`src/rtl/fifo_pkg.sv`:
```
// Shared constants and helpers for the programmable-threshold FIFO.
package fifo_pkg;

    localparam int unsigned DefDataW = 8;
    localparam int unsigned DefDepth = 16;

    // Read-mode encodings for the FWFT parameter
    localparam int unsigned FwftOff = 0;
    localparam int unsigned FwftOn  = 1;

    function automatic int unsigned clog2(input int unsigned value);
        int unsigned r;
        r = 0;
        while ((32'd1 << r) < value) begin
            r++;
        end
        return r;
    endfunction

endpackage

```
`src/rtl/fifo_ram.sv`:
```
// FIFO storage: register array with one synchronous write and one asynchronous read port.
module fifo_ram
    import fifo_pkg::*;
#(
    parameter int unsigned DATA_W = DefDataW,
    parameter int unsigned DEPTH  = DefDepth,
    parameter int unsigned AW     = clog2(DEPTH)
) (
    input  logic              clk,
    input  logic              we,
    input  logic [AW-1:0]     waddr,
    input  logic [DATA_W-1:0] wdata,
    input  logic [AW-1:0]     raddr,
    output logic [DATA_W-1:0] rdata
);

    logic [DATA_W-1:0] mem [DEPTH];

    always_ff @(posedge clk) begin
        if (we) begin
            mem[waddr] <= wdata;
        end
    end

    assign rdata = mem[raddr];

endmodule

```
`src/rtl/fifo_mem_prog.sv`:
```
// Synchronous FIFO with programmable almost-full/empty levels, sticky error flags
// and selectable registered or first-word-fall-through read.
module fifo_mem_prog
    import fifo_pkg::*;
#(
    parameter int unsigned DATA_W = DefDataW,
    parameter int unsigned DEPTH  = DefDepth,
    parameter int unsigned FWFT   = FwftOff,
    localparam int unsigned AW    = clog2(DEPTH)
) (
    input  logic              clk,
    input  logic              rst,
    input  logic              wr,
    input  logic              rd,
    input  logic [DATA_W-1:0] data_in,
    input  logic [AW:0]       af_level,
    input  logic [AW:0]       ae_level,
    input  logic              clr_err,
    output logic [DATA_W-1:0] data_out,
    output logic [AW:0]       fifo_count,
    output logic              fifo_full,
    output logic              fifo_empty,
    output logic              fifo_almost_full,
    output logic              fifo_almost_empty,
    output logic              fifo_overflow,
    output logic              fifo_underflow
);

    localparam logic [AW:0]   CntMax = (AW+1)'(DEPTH);
    localparam logic [AW:0]   CntOne = (AW+1)'(1);
    localparam logic [AW-1:0] PtrOne = AW'(1);

    logic [AW-1:0]     wr_ptr_q, wr_ptr_d;
    logic [AW-1:0]     rd_ptr_q, rd_ptr_d;
    logic [AW:0]       count_q, count_d;
    logic              overflow_q, overflow_d;
    logic              underflow_q, underflow_d;
    logic              wr_acc, rd_acc;
    logic [DATA_W-1:0] ram_rdata;

    assign fifo_count        = count_q;
    assign fifo_empty        = (count_q == '0);
    assign fifo_full         = (count_q == CntMax);
    assign fifo_almost_full  = (count_q >= af_level);
    assign fifo_almost_empty = (count_q <= ae_level);
    assign fifo_overflow     = overflow_q;
    assign fifo_underflow    = underflow_q;

    // A read frees a slot in the same cycle, so a full FIFO still takes a write alongside it
    assign rd_acc = rd & ~fifo_empty;
    assign wr_acc = wr & (~fifo_full | rd_acc);

    always_comb begin
        wr_ptr_d    = wr_ptr_q;
        rd_ptr_d    = rd_ptr_q;
        count_d     = count_q;
        overflow_d  = overflow_q;
        underflow_d = underflow_q;

        if (wr_acc) wr_ptr_d = wr_ptr_q + PtrOne;
        if (rd_acc) rd_ptr_d = rd_ptr_q + PtrOne;

        unique case ({wr_acc, rd_acc})
            2'b10:   count_d = count_q + CntOne;
            2'b01:   count_d = count_q - CntOne;
            default: count_d = count_q;
        endcase

        // Clear first so a fresh error in the same cycle keeps the flag set
        if (clr_err) begin
            overflow_d  = 1'b0;
            underflow_d = 1'b0;
        end
        if (wr && !wr_acc) overflow_d  = 1'b1;
        if (rd && fifo_empty) underflow_d = 1'b1;
    end

    always_ff @(posedge clk) begin
        if (rst) begin
            wr_ptr_q    <= '0;
            rd_ptr_q    <= '0;
            count_q     <= '0;
            overflow_q  <= 1'b0;
            underflow_q <= 1'b0;
        end else begin
            wr_ptr_q    <= wr_ptr_d;
            rd_ptr_q    <= rd_ptr_d;
            count_q     <= count_d;
            overflow_q  <= overflow_d;
            underflow_q <= underflow_d;
        end
    end

    fifo_ram #(
        .DATA_W (DATA_W),
        .DEPTH  (DEPTH),
        .AW     (AW)
    ) u_ram (
        .clk   (clk),
        .we    (wr_acc & ~rst),
        .waddr (wr_ptr_q),
        .wdata (data_in),
        .raddr (rd_ptr_q),
        .rdata (ram_rdata)
    );

    if (FWFT == FwftOn) begin : g_fwft
        assign data_out = ram_rdata;
    end else begin : g_reg
        logic [DATA_W-1:0] dout_q;

        always_ff @(posedge clk) begin
            if (rst) begin
                dout_q <= '0;
            end else if (rd_acc) begin
                dout_q <= ram_rdata;
            end
        end

        assign data_out = dout_q;
    end

endmodule

```
`config.mk`:
```
export PLATFORM = sky130hd
export DESIGN_NAME = fifo_mem_prog
export DESIGN_NICKNAME = d
export VERILOG_FILES = /design/src/rtl/fifo_pkg.sv /design/src/rtl/fifo_ram.sv /design/src/rtl/fifo_mem_prog.sv
export SDC_FILE = /design/constraint.sdc
export NUM_CORES = 1
export LEC_CHECK = 0
export BUFFER_PORTS_ARGS = -buffer_cell sky130_fd_sc_hd__clkbuf_2
export CELL_PAD_IN_SITES_DETAIL_PLACEMENT = 1
export CELL_PAD_IN_SITES_GLOBAL_PLACEMENT = 2
export CORE_MARGIN = 4
export CORE_UTILIZATION = 45
export CTS_CLUSTER_SIZE = 24
export DETAILED_ROUTE_END_ITERATION = 7
export PLACE_DENSITY_LB_ADDON = 0.1
export SYNTH_ARGS = -nofsm -noshare
export SYNTH_HDL_FRONTEND = slang
export SYNTH_HIERARCHICAL = 1
export SYNTH_SLANG_ARGS = --single-unit
```
`constraint.sdc`:
```
create_clock -name clk -period 2.9 [get_ports clk]
set_input_delay 0.29 -clock clk [delete_from_list [all_inputs] [get_ports clk]]
set_output_delay 0.29 -clock clk [all_outputs]
set_load 0.02 [all_outputs]
```
==> results of run 1 <==
layout by cell type, fill, tap and decap left out, drive strengths merged, types with 2 or more instances in the layout:
cell / n
edfxtp: 128
clkbuf: 59
nor2: 38
mux4: 32
buf: 24
dfxtp: 23
a22oi: 16
inv: 16
ha: 15
mux2i: 13
nand2: 11
clkinv: 8
nor3: 7
o21ai: 7
nor2b: 6
nand2b: 6
o21a: 5
nand3: 5
a21oi: 4
xor2: 4
nand4: 3
a211oi: 3
clkinvlp: 3
a21o: 2
o211ai: 2
nand3b: 2
or4: 2
and2: 2
layer usage:
metal  up-vias  global-route usage, %  part of all wire, %
li1       1634                      -                    -
met1      1847                   25.3                   47
met2        53                   30.7                   49
met3        17                   4.18                  2.5
met4         0                   5.74                  1.5
met5         -                      0                    0
synthesized netlist by cell type, types with 5 or more instances:
master	n
edfxtp_1	128
nor2_1	38
dfxtp_1	23
mux4_2	18
a22oi_1	16
ha_1	15
inv_1	15
mux4_1	14
mux2i_1	13
nand2_1	11
nor3_1	7
clkbuf_1	6
nand2b_1	6
nor2b_1	6
nand3_1	5
o21a_1	5
worst max-delay path by stage:
| stage | startpoint | endpoint | slack (ps) | cells past startpoint |
|---|---|---|---|---|
| 2_1_floorplan | fifo_count[1] | u_ram/mem[0][0] | 250 | 6 |
| 3_3_place_gp | fifo_count[0] | fifo_count[4] | 300 | 8 |
| 3_5_place_dp | fifo_count[0] | fifo_count[4] | 190 | 8 |
| 4_1_cts | fifo_count[0] | fifo_count[4] | 180 | 8 |
| 5_1_grt | fifo_count[2] | fifo_count[4] | 60 | 8 |
| 6_report | fifo_count[2] | fifo_count[4] | 230 | 8 |
cell type report:
| cell class | instances | share of cell area (%) |
|---|---|---|
| Inverter | 15 | 0.759 |
| Tap cell | 180 | 3.04 |
| Clock buffer | 18 | 5.79 |
| Multi-Input combinational cell | 198 | 25.7 |
| Clock inverter | 13 | 1.47 |
| Sequential cell | 151 | 58.1 |
| Timing Repair Buffer | 65 | 5.20 |
through the flow:
step | hold WS (ps) | total power, mW | worst slack, ps
floorplan | 389 | 3.81 | 250
CTS | 180 | 6.25 | 183
detailed placement | 495 | 4.24 | 193
global route | 200 | 6.52 | 60.1
finish | 182 | 6.17 | 233
global placement | 471 | 4.19 | 304
kinds of logic (layout without fill, tap and decap cells):
kind of cell	count (synthesis)	in the layout	share of synthesized area (%)
AND/OR/NAND/NOR	86	86	6.50
XOR/XNOR	4	4	0.548
multiplexers	46	46	14.3
AO/OA/AOI/OAI	46	46	5.15
flip-flops	151	151	67.4
adder cells (fa/ha/maj)	16	16	3.25
buffers and inverters	33	111	2.88
worst reg2reg max path: cells and delay by family (launching register included):
kind | cells | cell delay, ps
buf+inv | 1 | 100
simple gates | 3 | 1230
fa+ha+maj | 1 | 320
flops | 1 | 390
compound gates | 3 | 510
report_power, final:
group,internal [mW],switching [mW],total [mW]
Combinational,0.736,0.887,1.62
Clock,1.17,0.834,2.00
Sequential,2.46,0.0850,2.55
Total,4.36,1.81,6.17
sequential cells by signal, summed over array words and instances (netlist names):
| name | cells |
|---|---|
| wr_ptr_q | 4 |
| rd_ptr_q | 4 |
| data_out | 8 |
| fifo_underflow | 1 |
| fifo_overflow | 1 |
| u_ram/mem | 128 |
| fifo_count | 5 |
==> metrics.txt, run 1 <==
first-pass GRT wire length around 22000 um; DRT Pass-1 Iters 4; Arr. time, crit path 2960 ps; WP data required 3190 ps; worst path cell trace or4_4, o21ai_2, inv_1, ha_1, nand2b_1, o2bb2ai_1, a2111oi_0, or4_1; Max-Cap Viols 0; initial core utilization 46.0%; worst hold stages 4; Top delay family on crit path simple AND/OR/NAND/NOR gates; CTS tree built; R2R depth 8; Setup-failing EPs final 0; CTS Hold Bufs 0; clock sink total 151; ys async rst share 0%; dpl cells 609; Worst R2R Start fifo_count[2]; register area share after synthesis 67.4%; area of all sequential standard cells 4310 um^2; die area 16200 um^2; slew of the pin with the lowest slew margin 780 ps; area occupied by multi-input gates 1910 um^2; Layout Nets 487; Ports 42; CP Class flop to flop; Main synth FF type edfxtp_1; detailed placement HPWL 9400 um; Final ANT Viol Nets 0; synth warn 6; CP startpoint kind flop; Vias between 3000 and 4000; crit path max fanout 11; # diodes 0; core area 13900 um^2; post-CTS setup buffers 0; share of the synthesized area in the top cell type approximately three fifths; Slowest cell on crit path or4_4; CTS max path bufs 2; sink of the worst hold path fifo_overflow; fin crit period 2670 ps; Cell Area, Placed 6870 um^2; vias in the first global route 3860; Buf+Inv Stages, Crit Path 1; Setup Skew 7.42 ps; H-tree lvl count 4; Leak 2.69 nW; Clock Pin Slew Worst Setup and Hold Paths 60 ps; CP endpoint kind flop; Syn Inst Count 382; fin cells between 600 and 700; Fillers ~1300; R2R Path End fifo_count[4]; largest net degree at the start of global routing 33; antenna violations before repair 0; Post-Route WL 14100 um; worst hold path class input port to flop; iteration-0 DRC count of the detailed router 240; run status finished, final reports clean; PwrDens roughly 830 nW/um^2; clock root cell clkbuf_16; reg2reg setup slack 230 ps; row cnt 43; worst hold path startpoint clr_err; GPL Wtd Cong 0.737; CTS buffer count 17; worst vdd ir 0.000453 V; slowest cell delay on critical path 600 ps; Max Freq 375 MHz; Die X ~130 um; GRT Total Usage 18.7%; post-layout util a little over half; EDFF count, synth 128; Slew HR a little under half; cell area after layout 7420 um^2; RSZ-0062 raised after global routing false; Yosys reg bits approximately 150; Final Hold Vio Count 0; unique cell type count in the Yosys netlist 47; GRT overflow 0; Yosys top cell by area edfxtp_1; # resized after CTS 0; synthesized net count 421; DRC 0; Post-Syn Area per Cell 16.7 um^2; final worst-path cycle share 92.0%; clock latency on the worst-skew pair between 400 and 500 ps; setup TNS 0 ps; mapped cell area 6390 um^2; Pins Over Slew Limit 0; Synth area leaders edfxtp_1, dfxtp_1, mux4_2; via/cell ratio between 5 and 6; Buffers on Ports 41; share of cells above drive strength 1 25.9%; Syn-to-layout area delta 16.1%; Avg WL per Cell 22.0 um; Die Y ~130 um
(Power assumes the default switching activity.)
==> inputs of run 2 (changes only) <==
--- a/config.mk
+++ b/config.mk
@@ -5,11 +5,12 @@
 export SDC_FILE = /design/constraint.sdc
 export NUM_CORES = 1
 export LEC_CHECK = 0
+export ABC_AREA = 1
 export BUFFER_PORTS_ARGS = -buffer_cell sky130_fd_sc_hd__clkbuf_2
 export CELL_PAD_IN_SITES_DETAIL_PLACEMENT = 1
 export CELL_PAD_IN_SITES_GLOBAL_PLACEMENT = 2
 export CORE_MARGIN = 4
-export CORE_UTILIZATION = 45
+export CORE_UTILIZATION = 39
 export CTS_CLUSTER_SIZE = 24
 export DETAILED_ROUTE_END_ITERATION = 7
 export PLACE_DENSITY_LB_ADDON = 0.1
==> run 2 against run 1 <==
  * Critical path depth is the same
  * Combinational power hardly changed
  * First-iteration DRC count increased by 6.7%
==> metrics.txt, run 2 <==
dominant cell by count in the synthesized netlist nand2_1; # resized after CTS 0; Buf+Inv Stages, Crit Path 2; share of cells above drive strength 1 13.3%; slowest cell delay on critical path 600 ps; Yosys reg bits 151; reg2reg setup slack between 300 and 400 ps; slew of the pin with the lowest slew margin about 730 ps; worst vdd ir 0.000451 V; worst hold slack 148 ps; Post-synth top cells nand2_1, edfxtp_1, inv_1; first-pass GRT wire length 28300 um; antenna violations before repair 0; row cnt 48; detailed placement HPWL about 12000 um; max FFs per register 128; # diodes 0; Slowest cell on crit path nor2_1; Die X 142 um; GRT Total Usage 18.7%; ys async rst share 0%; share of the synthesized area in the top cell type 55.1%; DRT Pass-1 Iters 4; clock sink total roughly 150; commonest non-fill, non-tap cells in the layout nand2_1, edfxtp_1, inv_1; Post-Syn Area per Cell 9.66 um^2; RSZ-0062 raised after global routing false; clock root cell clkbuf_16; Arr. time, crit path 2630 ps; Vias 4874; commonest non-fill, non-tap cell in the layout nand2_1; Slew HR 51.3%; Die Y approximately 140 um; CP endpoint kind flop; area of all sequential standard cells about 4300 um^2; register area share after synthesis 61.7%; Buffers on Ports 41; R2R Path End u_ram/mem[9][0]; clock latency on the worst-skew pair 420 ps; CTS max path bufs 2; Reg with most FFs u_ram/mem; crit path to u_ram/mem[9][0]; CTS tree built; mapped cell area 6970 um^2; Max Freq 386 MHz; Fillers 1998; DRC 0; CP startpoint kind flop; via/cell ratio between 4 and 5; core area 17400 um^2; worst hold path startpoint clr_err; CTS buffer count 17; Final ANT Viol Nets 0; Worst R2R Start fifo_count[1]; Setup-failing EPs final 0; synth warn 6; Final Hold Vio Count 0; worst hold path class input port to flop; Setup Skew 10.7 ps; setup TNS 0 ps; Pins Over Slew Limit 0; PwrDens 791 nW/um^2; Yosys top cell by area edfxtp_1; largest net degree at the start of global routing slightly below 70; unique cell type count in the Yosys netlist 28; H-tree lvl count 4; Worst Setup SP fifo_count[1]; iteration-0 DRC count of the detailed router approximately 260; area occupied by multi-input gates ~2000 um^2; Layout Nets about 800; Max-Cap Viols 0; Ports 42; post-CTS setup buffers 0; Syn Inst Count just over 700; run status finished, final reports clean; Post-Route WL 18000 um; worst path cell trace nor2_2, nand3_1, inv_2, a21oi_4, inv_2, nor2_1, nand3b_1, nor2_1; Top delay family on crit path simple AND/OR/NAND/NOR gates; die area 20100 um^2; crit path max fanout 8; initial core utilization 40.0%; Avg WL per Cell 17.9 um; CTS Hold Bufs 0; Final Worst Setup Slack 311 ps; R2R depth 8; Leak 3.53 nW; fin crit period between 2000 and 3000 ps; Synth area leaders edfxtp_1, nand2_1, nand3_1; Clock Pin Slew Worst Setup and Hold Paths 60 ps; GRT overflow 0; EDFF count, synth 128; CP Class flop to flop; Main synth FF type edfxtp_1; synthesized net count between 700 and 800; GPL Wtd Cong 0.827; final worst-path cycle share 89.3%; WP data required 2940 ps; pre-CTS setup slack 276 ps; Syn-to-layout area delta 14.2%; WP depth 8; vias in the first global route 5091
-- run 2: power by group --
part	internal (mW)	total, mW	switching [mW]
logic	0.483	1.62	1.13
clock network	1.23	2.14	0.917
registers	2.45	2.54	0.0867
total	4.16	6.30	2.14
-- run 2: worst min-delay path by stage --
stage                           endpoint  slack, ps  cells after the start
final                      fifo_overflow        150                      4
after global routing       fifo_overflow        170                      4
after CTS                  fifo_overflow        140                      4
after detailed placement   fifo_overflow        460                      2
after global placement    fifo_underflow        450                      2
after floorplan            fifo_overflow        360                      1
-- run 2: cells by family after synthesis --
family / Yosys count / share of synthesized area (%)
AO/OA/AOI/OAI: 34 / 2.73
XOR/XNOR: 4 / 0.502
buffers and inverters: 160 / 9.94
AND/OR/NAND/NOR: 357 / 22.1
adder cells (fa/ha/maj): 16 / 2.98
flip-flops: 151 / 61.7
-- run 2: layer usage --
layer	wire length, um	GRT usage (%)	up-vias
met5	0	0	-
met4	361	6.06	0
met3	487	2.80	23
met2	8780	31.5	78
met1	8360	24.9	2356
li1	-	-	2417
-- run 2: layout make-up --
cell class	count	area share, %
repair buffers	55	4.05
well taps	225	3.53
multi-input cells	411	24.8
flip-flops and latches	151	54.1
inverters	133	6.28
clock buffers	18	5.51
clock inverters	14	1.74
-- run 2: metrics by stage --
stage	area [um^2]	power [mW]	utilization [%]	instances
6_report	7970	6.30	45.7	1007
2_1_floorplan	6970	3.72	-	722
3_5_place_dp	7390	4.23	42.4	975
4_1_cts	7970	6.38	45.7	1007
3_3_place_gp	7390	4.19	42.4	975
5_1_grt	7970	6.68	45.7	1007
-- run 2: tightest hold or removal path, cell delays in order --
cell and delay, ps:
clkbuf_2 80, inv_1 40, nand2_1 50, a21oi_1 50
